**src/rtl/req_order_queue.sv**
```systemverilog
// First-come-first-served ordering queue in front of the 4-requester grant arbiter.
// Optional macro REQ_WITHDRAW_EN drops queued entries whose raw request falls low.
module req_order_queue (
    input  logic       clk,
    input  logic       resetn,
    input  logic [3:0] raw_req,
    input  logic       pop,
    output logic       head_valid,
    output logic [1:0] head_id,
    output logic [3:0] head_req,
    output logic [3:0] pending,
    output logic [2:0] count
);

    logic [3:0] prev_req;
    logic [1:0] slot [4];

    logic [3:0] arr;
    logic [1:0] nxt_slot [4];
    logic [2:0] nxt_count;
    logic [3:0] nxt_pending;
`ifdef REQ_WITHDRAW_EN
    logic [1:0] pre_slot [4];
    logic [2:0] pre_count;
`endif

    // NOTE: every variable gets a default at the top of always_comb so no path leaves it unassigned (no latches).
    always_comb begin
        // Arrivals are qualified against the pre-update pending set, so a
        // requester popped on this same edge cannot re-enter.
        arr       = raw_req & ~prev_req & ~pending;
        nxt_slot  = slot;
        nxt_count = count;

        if (pop && (count != 3'd0)) begin
            for (int k = 0; k < 3; k++) begin
                nxt_slot[k] = nxt_slot[k+1];
            end
            nxt_slot[3] = 2'b00;
            nxt_count   = nxt_count - 3'd1;
        end

`ifdef REQ_WITHDRAW_EN
        pre_slot  = nxt_slot;
        pre_count = nxt_count;
        nxt_count = 3'd0;
        for (int k = 0; k < 4; k++) begin
            nxt_slot[k] = 2'b00;
        end
        for (int k = 0; k < 4; k++) begin
            if ((3'(k) < pre_count) && raw_req[pre_slot[k]]) begin
                nxt_slot[nxt_count[1:0]] = pre_slot[k];
                nxt_count                = nxt_count + 3'd1;
            end
        end
`endif

        for (int i = 0; i < 4; i++) begin
            if (arr[i] && (nxt_count < 3'd4)) begin
                nxt_slot[nxt_count[1:0]] = 2'(i);
                nxt_count                = nxt_count + 3'd1;
            end
        end

        nxt_pending = 4'b0000;
        for (int k = 0; k < 4; k++) begin
            if (3'(k) < nxt_count) begin
                nxt_pending[nxt_slot[k]] = 1'b1;
            end
        end
    end

    // NOTE: sequential state uses non-blocking assignments only.
    // NOTE: the slot array is small and must read 0 when unused, so it is reset like any other register.
    always_ff @(posedge clk or negedge resetn) begin
        if (!resetn) begin
            prev_req <= 4'b0000;
            pending  <= 4'b0000;
            count    <= 3'd0;
            for (int k = 0; k < 4; k++) begin
                slot[k] <= 2'b00;
            end
        end else begin
            prev_req <= raw_req;
            pending  <= nxt_pending;
            count    <= nxt_count;
            for (int k = 0; k < 4; k++) begin
                slot[k] <= nxt_slot[k];
            end
        end
    end

    // Unused slots hold 0, so slot[0] already reads 0 when the queue is empty.
    assign head_valid = (count != 3'd0);
    assign head_id    = slot[0];
    assign head_req   = head_valid ? (4'b0001 << slot[0]) : 4'b0000;

endmodule

```
**config.mk**
```make
export PLATFORM = sky130hd
export DESIGN_NAME = req_order_queue
export DESIGN_NICKNAME = d
export VERILOG_FILES = /design/src/rtl/req_order_queue.sv
export SDC_FILE = /design/constraint.sdc
export NUM_CORES = 1
export LEC_CHECK = 0
export ABC_AREA = 1
export CORE_ASPECT_RATIO = 1.2
export CORE_MARGIN = 2
export CORE_UTILIZATION = 40
export DETAILED_ROUTE_END_ITERATION = 8
export PLACE_DENSITY = 0.62
export SYNTH_ARGS = -nofsm -noshare
export SYNTH_HDL_FRONTEND = slang
export SYNTH_SLANG_ARGS = --single-unit
```
**constraint.sdc**
```tcl
create_clock -name clk -period 3.9 [get_ports clk]
set_clock_uncertainty 0.1 [all_clocks]
set_input_delay 0.39 -clock clk [delete_from_list [all_inputs] [get_ports clk]]
set_output_delay 0.39 -clock clk [all_outputs]
set_load 0.01 [all_outputs]
```
==> flow_metrics.tcl <==
set metrics [dict create \
    status "finished clean" \
    clockBufferDepth 2 \
    switching_power_uw 1140 \
    clkLatencyLatePin_ns 0.25 \
    grt_pass1_vias 1489 \
    synth.distinct_cells 26 \
    clkTransAtPathRegs_ns 0.07 \
    synth_top_area_share_pct 25.6 \
    maxCapViolations 0 \
    fin_nets 301 \
    viasPerCell 4.64 \
    n_antenna_cell 0 \
    cts_hold_buf 0 \
    fin_ws_ns 0.267 \
    core_mm2 0.00453 \
    seqCellArea_um2 475 \
    hp-start "raw_req[2]" \
    wl_per_cell_um 11.4 \
    synthesis.nets 276 \
    ant_nets 0 \
    cts.htree.levels 1 \
    drtIter0Drc 90 \
    multiInputGateArea_mm2 0.00119 \
    max_slew_margin_pct 45.2 \
    die_x_um 66.2 \
    dp_slack_ns 0.0629 \
    grt_use_total_pct 16.2 \
    grt_pass1_wl_um 6550 \
    post-route-period-util_pct 93.2 \
    syn_area_per_cell_um2 7.39 \
    n_fill_cell 464 \
    antenna_found_initial 0 \
    ys_warn_count 0 \
    setup.worst_path.start_class "flip-flop" \
    p_comb_share_pct 77.7 \
    cp_max_fo 6 \
    seqPwrFrac_pct 15.9 \
    path_cells "inv_1, ha_1, nand2_2, nand2_2, nand2_1, nand2_1, ha_1, nand4_1, nand2_2, ha_1, nand3_1, nand2_2, ha_1, nand2_1, nand2_4, ha_2, a21oi_4, inv_2, nor2_4, nand2_2, nand2_1, nand3_2" \
    dp_cells 327 \
    hold_class "input pin to flip-flop" \
    cpMostUsedCell "nand2_2" \
    yosysSeqAreaShare_pct 25.6 \
    drv_slew 0 \
    fin_tns_setup_ns 0 \
    startpoint "count[0]" \
    peakVddDrop_v 0.000414 \
    drive_gt1_share_pct 22.2 \
    synthCells 251 \
    start_util_pct 41.0 \
    cts_sinks 19 \
    p_int_uw 991 \
    slowest_stage "dfrtp_1" \
    cp-end-kind "flip-flop" \
    overflow 0 \
    syn_to_final_growth_pct 17.3 \
    rr_startpoint "count[0]" \
    hold_viol 0 \
    dr.pass1.iters 4 \
    power_density_mw_per_mm2 981 \
    rows 27 \
    period_minus_slack_ns 3.63 \
    synth-seq-cells 19 \
    drc 0 \
    cts_root_buffer "clkbuf_8" \
    leakage_uw 0.00116 \
    arrival_ns 3.68 \
    synthTopCellsByArea "dfrtp_1, nand2_1, ha_1" \
    slowest_delay_ns 0.39 \
    routabilityCongestion 0.818 \
    dieArea_mm2 0.00520 \
    worstMarginPinSlew_ns 0.820 \
    clockPowerShare_pct 6.3 \
    synth_top_cell_by_area "dfrtp_1" \
    max_freq_mhz 275 \
    drt-total-wl_um 3800 \
    final-setup-viol-count 0 \
    fin_cells 333 \
    worstPathRequired_ns 3.94 \
    syn_area_mm2 0.00186 \
    io_buffers 20 \
    routed-via-count 1546 \
    grt_max_degree 20 \
    ioPinCount 21 \
    cts_made_buffers 3 \
    critPathKind "flip-flop to flip-flop" \
    die_h_um 78.6 \
    switching_share_pct 53.6 \
    cts_tree "built" \
    dp_hpwl_um 3250 \
]
## final timing paths
path / to / slack (ns) / depth (start not counted)
max: pending[3] / 0.27 / 22
min: prev_req[2] / 0.50 / 1
max reg2reg: pending[3] / 0.27 / 22
min reg2reg: head_id[1] / 0.59 / 4
max in group asynchronous: head_id[1] / 2.69 / 1
min in group asynchronous: count[1] / 0.51 / 1
## flip-flops by register name (all words and copies together) (netlist names)
register / cells
head_id: 2
slot: 6
prev_req: 4
pending: 4
count: 3
## through the flow
step | total power [µW] | cell area [µm²] | util [%] | hold WS, ns
floorplan | 1600 | 1860 | - | -0.00559
global placement | 1980 | 2110 | 46.6 | 0.570
detailed placement | 1980 | 2110 | 46.6 | 0.580
CTS | 2130 | 2160 | 47.6 | 0.491
global route | 2380 | 2180 | 48.1 | 0.487
finish | 2140 | 2180 | 48.1 | 0.497
## repair_timing
action	CTS	global route
endpoints found under the setup margin	0	4
resized for setup	0	2
buffers inserted	0	2
## worst max-delay path, delay by kind of cell (launching register included)
family                   cells  cell delay (ns)
AND/OR/NAND/NOR             14             1.38
adder cells (fa/ha/maj)      5             1.23
AO/OA/AOI/OAI                1             0.21
buffers and inverters        2             0.19
flip-flops                   1             0.39
## cell usage in the layout, fill, tap and decap left out, types with 4 or more instances in the layout
master	n
nor2_2	4
o21ai_0	8
dfrtp_1	19
clkdlybuf4s50_1	20
nand2_2	20
nand4_1	4
nand2_4	10
nand3_2	5
ha_1	17
nor2_1	14
inv_1	43
nor3_1	4
nand3_1	15
nand2_1	63
## power by group through the flow
stage,clock network (µW),registers [µW],logic [µW]
4_1_cts,139,345,1640
5_1_grt,149,350,1880
2_1_floorplan,0,352,1240
3_3_place_gp,0,346,1630
6_report,135,341,1660
3_5_place_dp,0,348,1640
## cells by family (layout without fill, tap and decap cells)
| logic type | count (synthesis) | count (layout) | share of synthesized area [%] |
|---|---|---|---|
| simple gates | 144 | 144 | 42.6 |
| buf+inv | 49 | 73 | 10.7 |
| compound gates | 21 | 21 | 8.90 |
| flops | 19 | 19 | 25.6 |
| fa+ha+maj | 18 | 18 | 12.1 |
## cells in the mapped netlist
cell      instances
nor2_4            3
buf_4             2
inv_1            43
nand3_4           1
o221ai_4          1
nand4_1           4
o21ai_1           2
a21oi_1           3
nand2_2          19
nor2_2            4
inv_2             3
a21oi_2           1
nand3_2           5
nor2_8            1
nand3_1          15
nor2_1           14
o211ai_1          2
o21ai_2           2
nand2_1          64
buf_6             1
a21oi_4           2
nor3_1            4
o21ai_0           8
dfrtp_1          19
ha_1             18
nand2_4          10
## layout make-up
class / count / area share, %
Clock inverter: 1 / 0.230
Inverter: 46 / 7.94
Timing Repair Buffer: 23 / 10.2
Clock buffer: 3 / 1.90
Multi-Input combinational cell: 183 / 54.5
Sequential cell: 19 / 21.9
Tap cell: 58 / 3.34
## metal layers
layer,share of wire (%),routed length (µm),track usage [%],vias to the layer above
met5,0,0,0,-
met4,1.2,44,4.90,0
met3,2.5,95,1.29,7
met2,52,1990,29.9,28
met1,44,1670,19.3,689
li1,-,-,-,822
(Power assumes the default switching activity.)
==> RTL edit: new RTL, config.mk and constraints unchanged <==
Take the reset off `pending` and load it in a clocked block of its own.
--- a/src/rtl/req_order_queue.sv
+++ b/src/rtl/req_order_queue.sv
@@ -75,19 +75,21 @@
     always_ff @(posedge clk or negedge resetn) begin
         if (!resetn) begin
             prev_req <= 4'b0000;
-            pending  <= 4'b0000;
             count    <= 3'd0;
             for (int k = 0; k < 4; k++) begin
                 slot[k] <= 2'b00;
             end
         end else begin
             prev_req <= raw_req;
-            pending  <= nxt_pending;
             count    <= nxt_count;
             for (int k = 0; k < 4; k++) begin
                 slot[k] <= nxt_slot[k];
             end
         end
+    end
+
+    always_ff @(posedge clk) begin
+        pending <= nxt_pending;
     end
 
     // Unused slots hold 0, so slot[0] already reads 0 when the queue is empty.
Behaviour: not the same (Yosys sat finds a counterexample within 4 cycles, from zero or initial values and one cycle with resetn low).
==> RTL edit against the unedited design <==
- sequential cell count stayed put
- final area is 0.29% higher
- largest power group unchanged
- utilization rose by 0.50 points
- synthesized area decreased by 1.1%
- critical path type unchanged
- worst setup slack gained 0.044 ns
- cell count increased by 0.60%
- wire length up 1.8%
- power up 1.7%
==> RTL edit: results (changes against the unedited design) <==
Run status -> completed
Max incr delay on CP -> 0.42 ns (+0.03 ns)
Maximum number of pins on one net before global-route repair -> 16 (-20%)
Post-placement cell area -> 2100 um^2 (-0.59%)
Number of global-route vias before repair -> 1,455 (-2.3%)
Placed wire-length estimate -> 3.28 mm (+0.89%)
Worst hold-check path type -> input pin to asynchronous set/reset pin
Seq/Total Area, Yosys -> 0.248 (-0.00811)
WP data arrival -> 3.64 ns (-0.04 ns)
Net count, final -> 303 (+0.66%)
Rel. slew slack -> 0.560 (+0.108)
Portion of synthesized cell area occupied by the leading cell type -> 0.204 (-0.0517)
Pint -> 1.02 mW (+3.3%)
Weighted congestion reported at the end of routability-driven placement -> 0.844 (+3.1%)
First-iteration detailed-routing DRC count -> 87 (-3.3%)
Wire length of the first global-routing pass -> 6.64 mm (+1.4%)
Critical-path top delay cell -> sky130_fd_sc_hd__dfrtp_2
Detail-routed net length per standard cell -> 11.5 um (+1.2%)
Min Clock Period, post-route -> 3.59 ns (-0.0438 ns)
Average via count per standard cell -> 4.61 (-0.79%)
Count of synthesis-stage warnings from yosys -> 0 (unchanged)
Dominant delay contributor by cell family on the critical path -> adder cells
Share of async-settable or async-resettable flops after synthesis -> 0.789 (-0.211)
Worst hold slack -> 0.435 ns (-0.0614 ns)
Worst-case setup slack after placement -> 0.0809 ns (+0.0180 ns)
Critical-path maximum fanout -> 4 (-2)
Cell types with the largest area share after synthesis -> sky130_fd_sc_hd__dfrtp_1 20%, sky130_fd_sc_hd__nand2_1 13%, sky130_fd_sc_hd__ha_1 12%
Commonest cells post-synth -> 64 x sky130_fd_sc_hd__nand2_1, 43 x sky130_fd_sc_hd__inv_1, 19 x sky130_fd_sc_hd__nand2_2
RTL edit: cell count changes after synthesis:
| cell | delta |
|---|---|
| sky130_fd_sc_hd__dfxtp_1 | +4 |
| sky130_fd_sc_hd__dfrtp_1 | -4 |
RTL edit: worst max-delay path by stage:
stage                                   from                 end  depth (start not counted)
after global routing      count[0]$_DFF_PN0_  pending[3]$_DFF_P_                         22
after detailed placement                 pop  pending[3]$_DFF_P_                         20
final                     count[0]$_DFF_PN0_  pending[3]$_DFF_P_                         22
after floorplan           count[0]$_DFF_PN0_  pending[2]$_DFF_P_                         23
after CTS                 count[0]$_DFF_PN0_  pending[3]$_DFF_P_                         22
after global placement                   pop  pending[3]$_DFF_P_                         20
RTL edit: final cells by class:
class,count,area [um^2]
Multi-Input combinational cell,183,1180
Tap cell,58,72.6
Sequential cell,19,457
Clock buffer,3,41.3
Fill cell,447,2310
Inverter,46,173
Timing Repair Buffer,25,250
Clock inverter,1,5.00
RTL edit: kinds of logic (layout without fill, tap and decap cells):
kind of cell,after synthesis,after routing,synth area share
DFF,19,19,0.248
adders and majority gates,18,18,0.123
and+or+nand+nor,144,144,0.431
AOI/OAI and AO/OA,21,21,0.0900
buffers and inverters,49,75,0.108
RTL edit: power groups by stage:
| stage | clock (mW) | sequential, mW | combinational, mW |
|---|---|---|---|
| 2_1_floorplan | 0 | 0.352 | 1.24 |
| 3_3_place_gp | 0 | 0.347 | 1.63 |
| 5_1_grt | 0.144 | 0.357 | 1.92 |
| 4_1_cts | 0.141 | 0.343 | 1.64 |
| 3_5_place_dp | 0 | 0.347 | 1.63 |
| 6_report | 0.136 | 0.344 | 1.69 |
RTL edit: metal layers:
layer | share of wire | global-route usage | up-vias
met4 | 0.0075 | 0.0438 | 0
met3 | 0.016 | 0.0129 | 2
met1 | 0.44 | 0.209 | 689
met5 | 0 | 0 | -
met2 | 0.53 | 0.300 | 23
li1 | - | - | 829
RTL edit: repair_timing:
action / CTS / global route
setup endpoints to repair: 0 / 4
buffers inserted: 0 / 3
gates resized for setup: 0 / 3
